$ cat src/rtl/link_pkg.sv
// Shared types and defaults for the four-phase burst master and its ack timer.
package link_pkg;

   typedef enum logic [2:0] {
      IDLE,
      LOAD,
      REQ_HI,
      ACK_LO,
      DONE,
      ERR
   } state_t;

   localparam int DEF_DATA_W      = 8;
   localparam int DEF_MAX_LEN     = 4;
   localparam int DEF_TIMEOUT_CYC = 16;

   // Length field must hold 0..max_len inclusive.
   function automatic int len_w(input int max_len);
      return $clog2(max_len + 1);
   endfunction

endpackage

$ cat src/rtl/hs_ack_timer.sv
// Per-phase handshake watchdog: clear restarts, enable counts, expired flags the last cycle.
module hs_ack_timer
   import link_pkg::*;
#(
   parameter int TIMEOUT_CYC = DEF_TIMEOUT_CYC
) (
   input  logic clk,
   input  logic rst,
   input  logic clear,
   input  logic enable,
   output logic expired
);

   localparam int CNT_W = (TIMEOUT_CYC > 1) ? $clog2(TIMEOUT_CYC) : 1;

   logic [CNT_W-1:0] cnt;

   assign expired = (cnt == CNT_W'(TIMEOUT_CYC - 1));

   always_ff @(posedge clk or posedge rst) begin
      if (rst)
         cnt <= '0;
      else if (clear)
         cnt <= '0;
      else if (enable && !expired)
         cnt <= cnt + 1'b1;
   end

endmodule

$ cat src/rtl/hs_burst_master.sv
// Four-phase req/ack burst master fetching one upstream word per handshake.
// Optional handshake watchdog enabled with `define ACK_TIMEOUT_EN.
module hs_burst_master
   import link_pkg::*;
#(
   parameter int  DATA_W      = DEF_DATA_W,
   parameter int  MAX_LEN     = DEF_MAX_LEN,
   parameter int  TIMEOUT_CYC = DEF_TIMEOUT_CYC,
   localparam int LEN_W       = len_w(MAX_LEN)
) (
   input  logic              clk,
   input  logic              rst,
   input  logic              start,
   input  logic [LEN_W-1:0]  len,
   input  logic [DATA_W-1:0] src_data,
   output logic              src_rd,
   input  logic              ack,
   output logic              req,
   output logic [DATA_W-1:0] data,
   output logic              busy,
   output logic              done,
   output logic              err,
   output logic [LEN_W-1:0]  word_idx
);

   state_t           state;
   logic [LEN_W-1:0] len_q;
   logic [LEN_W-1:0] len_sat;
   logic             last_word;

   assign len_sat   = (len > LEN_W'(MAX_LEN)) ? LEN_W'(MAX_LEN) : len;
   assign last_word = ((word_idx + LEN_W'(1)) == len_q);

`ifdef ACK_TIMEOUT_EN
   logic tmr_clear;
   logic tmr_enable;
   logic tmr_expired;

   // Restart on every entry into a waiting phase.
   assign tmr_clear  = (state == LOAD) || ((state == REQ_HI) && ack);
   assign tmr_enable = (state == REQ_HI) || (state == ACK_LO);

   hs_ack_timer #(
      .TIMEOUT_CYC (TIMEOUT_CYC)
   ) u_timer (
      .clk     (clk),
      .rst     (rst),
      .clear   (tmr_clear),
      .enable  (tmr_enable),
      .expired (tmr_expired)
   );
`else
   assign err = 1'b0;
`endif

   always_ff @(posedge clk or posedge rst) begin
      if (rst) begin
         state    <= IDLE;
         len_q    <= '0;
         word_idx <= '0;
         data     <= '0;
         src_rd   <= 1'b0;
         req      <= 1'b0;
         busy     <= 1'b0;
         done     <= 1'b0;
`ifdef ACK_TIMEOUT_EN
         err      <= 1'b0;
`endif
      end else begin
         src_rd <= 1'b0;
         done   <= 1'b0;
`ifdef ACK_TIMEOUT_EN
         err    <= 1'b0;
`endif
         case (state)
            IDLE: begin
               if (start) begin
                  len_q    <= len_sat;
                  word_idx <= '0;
                  busy     <= 1'b1;
                  if (len == '0) begin
                     state <= DONE;
                     done  <= 1'b1;
                  end else begin
                     state  <= LOAD;
                     src_rd <= 1'b1;
                  end
               end
            end
            LOAD: begin
               data  <= src_data;
               req   <= 1'b1;
               state <= REQ_HI;
            end
            REQ_HI: begin
               if (ack) begin
                  req   <= 1'b0;
                  state <= ACK_LO;
               end
`ifdef ACK_TIMEOUT_EN
               else if (tmr_expired) begin
                  req   <= 1'b0;
                  err   <= 1'b1;
                  state <= ERR;
               end
`endif
            end
            ACK_LO: begin
               if (!ack) begin
                  if (last_word) begin
                     done  <= 1'b1;
                     state <= DONE;
                  end else begin
                     word_idx <= word_idx + LEN_W'(1);
                     src_rd   <= 1'b1;
                     state    <= LOAD;
                  end
               end
`ifdef ACK_TIMEOUT_EN
               else if (tmr_expired) begin
                  err   <= 1'b1;
                  state <= ERR;
               end
`endif
            end
            DONE, ERR: begin
               busy  <= 1'b0;
               data  <= '0;
               state <= IDLE;
            end
            default: begin
               req   <= 1'b0;
               busy  <= 1'b0;
               data  <= '0;
               state <= IDLE;
            end
         endcase
      end
   end

endmodule
$ cat config.mk
export PLATFORM = sky130hd
export DESIGN_NAME = hs_burst_master
export DESIGN_NICKNAME = d
export VERILOG_FILES = /design/src/rtl/link_pkg.sv /design/src/rtl/hs_ack_timer.sv /design/src/rtl/hs_burst_master.sv
export SDC_FILE = /design/constraint.sdc
export NUM_CORES = 1
export LEC_CHECK = 0
export CAP_MARGIN = 10
export CORE_MARGIN = 2
export CORE_UTILIZATION = 41
export DETAILED_ROUTE_END_ITERATION = 7
export PLACE_DENSITY = 0.85
export SLEW_MARGIN = 20
export SYNTH_ARGS = -nofsm -noshare
export SYNTH_HDL_FRONTEND = slang
export SYNTH_HIERARCHICAL = 1
export SYNTH_SLANG_ARGS = --single-unit
$ cat constraint.sdc
create_clock -name clk -period 1.5 [get_ports clk]
set_input_delay 0.15 -clock clk [delete_from_list [all_inputs] [get_ports clk]]
set_output_delay 0.15 -clock clk [all_outputs]
set_load 0.1 [all_outputs]
# --- Word level (Yosys, flattened, before mapping) ---
# Cells that the tools add are included.
classes:
  n_addsub: 1
  order_cmp: 1
  n_eq_ne: 10
  muxes: 26
  n_bitwise: 2
  reduce_logical: 11
op_table:
  columns: ["operator", "count"]
  rows:
  - ["$mux 3", 9]
  - ["$pmux 8 s2", 1]
  - ["$pmux 3 s4", 1]
  - ["$mux 1", 10]
  - ["$ne 2x2->1 const B", 4]
  - ["$eq 3x2->1 const B", 2]
  - ["$eq 3x3->1 const B", 2]
  - ["$logic_not 3->1", 2]
  - ["$pmux 1 s2", 3]
  - ["$pmux 3 s2", 1]
  - ["$reduce_and 2->1", 3]
  - ["$reduce_or 3->1", 2]
  - ["$reduce_and 4->1", 1]
  - ["$reduce_or 4->1", 1]
  - ["$add 3x1->3 const B", 1]
  - ["$eq 3x1->1 const B", 1]
  - ["$eq 3x3->1", 1]
  - ["$gt 3x3->1 const B", 1]
  - ["$pmux 1 s3", 1]
  - ["$reduce_and 3->1", 1]
  - ["$not 1->1", 2]
  - ["$reduce_bool 2->1", 1]
totals:
  register_bits: 21
  input_bits: 15
  output_inout_bits: 16
  elab_cells: 59

# --- Longest topological paths before layout ---
logic_depth:
  word_depth: 5
  ltp_mapped: 6

# --- Worst setup path before layout ---
# No wires, ideal clock.
synth_timing:
  kind: "flip-flop to flip-flop"
  start: "register word_idx[0]"
  end: "register word_idx[2]"
  setup_ps: 68
  arrival_ps: 2164
  required_time_ps: 1432
  setup_slack_ps: -732
  stages_incl_launch_ff: 6
  n_path_buf: 0
  synth_period_minus_slack_ps: 2232
  path_cell_list: "dfrtp_1 > ha_1 > xnor3_2 > and3_4 > o41ai_1 > a31o_1"
synth_via:
  elab_chain_len: 4
  word_cells_on_any_way: 7
  classes_between: "1 x add/sub; 2 x eq/ne; 3 x mux; 1 x reduce/logical"
synth_rtl:
  columns: ["element", "line", "source"]
  rows:
  - ["from (decl)", "hs_burst_master.sv:23", "output logic [LEN_W-1:0] word_idx"]
  - ["from (signal assigned)", "hs_burst_master.sv:114", "word_idx <= word_idx + LEN_W'(1);"]
  - ["$add 3x1->3 *", "hs_burst_master.sv:32, hs_burst_master.sv:114", null]
  - ["$eq 3x3->1 / $mux 3 (equally long branches)", "hs_burst_master.sv:32, hs_burst_master.sv:110", null]
  - ["$ne 2x2->1 (no line) / $mux 3 (equally long branches)", null, null]
  - ["$reduce_and 4->1 (no line) / $pmux 3 s2 (equally long branches)", null, null]
# Mark *: on every way between the ends. The rest lies on a longest branch, timed or not. The select of a mux whose other input is x is not followed.
# A chain may end at the register's enable or synchronous reset.

# --- Final worst setup path ---
layout_timing:
  start: "register word_idx[1]"
  end: "register word_idx[2]"
# The elaborated chain is that of the path after synthesis.

==> key figures <==
Detailed routing
  • First drt pass iteration count: 4
  • Routed vias/inst: 5.24
  • Total number of vias: 906
  • First-iteration detailed-routing DRC count: 10
  • Routed Antenna Nets: 0
  • Routed WL per cell: 13.7 um
  • Routed WL: 2370 um
  • Residual DRC count: 0

Global route
  • Initial antenna violation count: 0
  • Pin count of the biggest net entering global routing: 22
  • First-pass GRT wire length: 4020 um
  • Overall overflow remaining after global route: 0
  • Vias in the first global route: 883
  • Total track usage: 20.1%

Synthesis
  • Unique cell type count in the Yosys netlist: 31
  • Syn Nets: 122
  • Avg Inst Size Synth: 9.54 um^2
  • Mapped cell area: 0.00101 mm^2
  • Async SR Flop Fraction: 100%
  • Number of synthesized register bits: 21
  • Most common flop cell mapped by yosys: dfrtp_1
  • YS warnings: 6
  • Sequential-to-total area share from yosys stat: 52.0%
  • Post-synth EDFFs: 0
  • Synth Instances: 106

Clock tree
  • Bufs on Longest Clock Path: 2
  • Clock sink total: 21
  • Clk slew on worst S/H paths: 0.11 ns
  • Worst-Skew Late Latency: 0.31 ns
  • CTS Buf Count: 3
  • H-tree depth: 1
  • Clk root buf: clkbuf_4
  • Hold Buf Count CTS: 0
  • TritonCTS clock tree: yes

STA
  • Final Setup Violations: 3
  • Setup Skew: 0.00575 ns
  • Post-layout minimum cycle time: 1.54 ns
  • FMAX: 0.647 GHz
  • Hold Violations, Final: 0
  • Setup ws final: -0.0448 ns
  • RSZ-0062 raised after global routing: yes
  • Final-report max-slew violation count: 0
  • Tcrit/Tclk final: 103%

Die
  • Die width: 53.7 um
  • Top Ports: 31
  • Initial Utilization: 44.4%
  • Die height: 53.7 um
  • Core ar.: 0.00228 mm^2
  • Core Rows: 17
  • Die footprint: 0.00288 mm^2

Critical path
  • R2r setup slk: -0.04 ns
  • Worst setup path start: word_idx[1]
  • CP Launch Type: flop
  • R2r endpoint: word_idx[2]
  • Worst-path maximum fanout: 4
  • FF-to-FF Start: word_idx[1]
  • Crit. End Element: flop
  • CP arrival: 1.75 ns
  • Critical path data required time: 1.71 ns
  • CP Class: reg2reg
  • R2R cell count: 5

Outcome
  • Violated checks: setup timing
  • Status: finished with violations

Place
  • Buffers on Ports: 29
  • Detail Placement HPWL: 1850 um
  • RePlAce Congestion: 0.803
  • Area after DPL: 0.00157 mm^2
  • Placed Instances: 168
  • Worst setup slack after placement: -0.0221 ns

Final layout
  • Fin util: 71.0%
  • Ant. Diodes: 0
  • Layout cells sized above 1: 26.9%
  • Post-Layout Inst Area: 0.00162 mm^2
  • Layout area overhead: 59.8%
  • Final nets: 162
  • Finished Layout Cells: 173

Worst hold path
  • Hold crit path type: in2async

Flow run
  • Max Cap Viol: 0
## per-layer routing
layer,GRT usage [%],wire [um],up-vias
met5,0,0,-
met4,12.8,90,0
met3,1.94,115,7
met2,33.5,1210,37
met1,25.0,956,427
li1,-,-,435
## cells by family after synthesis
family / share of synthesized area, %
DFF: 52.0
xor gates and xnor gates: 4.08
muxes: 1.11
other: 0.371
and+or+nand+nor: 23.8
buffers and inverters: 4.46
AOI/OAI and AO/OA: 13.0
adders and majority gates: 1.24
## Yosys cell counts, types with 2 or more instances
master    number  area, um^2
nand2_1       24        90.1
dfrtp_1       21         526
a21oi_1       10        50.1
nand3_1        7        35.0
nand2b_1       5        31.3
o21ai_0        5        25.0
nor2_1         4        15.0
clkbuf_1       3        11.3
nand3b_1       3        22.5
inv_1          2        7.51
o211ai_1       2        15.0
## per-stage QoR
stage	hold slack (ns)	setup TNS, ns
floorplan	0.127	-0.402
global placement	0.487	0
detailed placement	0.499	-0.0221
CTS	0.153	-0.0382
global route	0.177	-0.313
finish	0.151	-0.0601
## final cells by class
cell class / count / area (um^2)
clock buffers: 4 / 26.3
fillers: 141 / 661
inverters: 2 / 7.51
multi-input cells: 77 / 479
flip-flops and latches: 21 / 537
well taps: 28 / 35.0
repair buffers: 41 / 531
## worst max-delay path, stage by stage, from the launching register on
cell and delay (ns):
dfrtp_4 0.51, ha_4 0.26, xnor2_2 0.17, and3_4 0.25
o41ai_4 0.06, a31o_1 0.20
## worst max path at each step
| stage | end | cells after the start |
|---|---|---|
| after global placement | word_idx[2] | 5 |
| after floorplan | word_idx[2] | 5 |
| after CTS | word_idx[2] | 5 |
| after detailed placement | word_idx[2] | 5 |
| final | word_idx[2] | 5 |
| after global routing | word_idx[0] | 5 |
## registers in the layout, summed over array words and instances, names as in the netlist
register  cells
len_q         3
word_idx      3
req           1
state         3
done          1
busy          1
src_rd        1
data          8
## cells in the final DEF (no fill, tap or decap)
cell type and instances:
nand2_1 24, dfrtp_1 18, buf_12 15, clkdlybuf4s50_1 14, buf_4 12, a21oi_1 10, nand3_1 7, o21ai_0 5
nand2b_1 5, nor2_1 4, nand3b_1 3, clkbuf_4 3, dfrtp_4 3, o211ai_1 2, inv_1 2, mux2_1 1
or3_1 1, xnor2_2 1, xor2_1 1, xnor3_2 1, and3_4 1, and3b_1 1, or2b_2 1, o41ai_4 1
a31o_1 1, nor2b_1 1, o221ai_1 1, nor3_1 1, a2bb2oi_1 1, o22ai_1 1, ha_4 1, conb_1 1
clkbuf_1 1
## timing repair
item                                   in CTS  in global routing
endpoints found under the hold margin       0                  0
setup endpoints to repair                   2                  5
buffers inserted                            1                  0
pin swaps                                   2                  1
cloned                                      0                  0
gates resized for setup                     1                  0
Power is left out: the tool's default activity adds up to more than one toggle a clock period on the data nets, which glitch-free logic cannot reach.
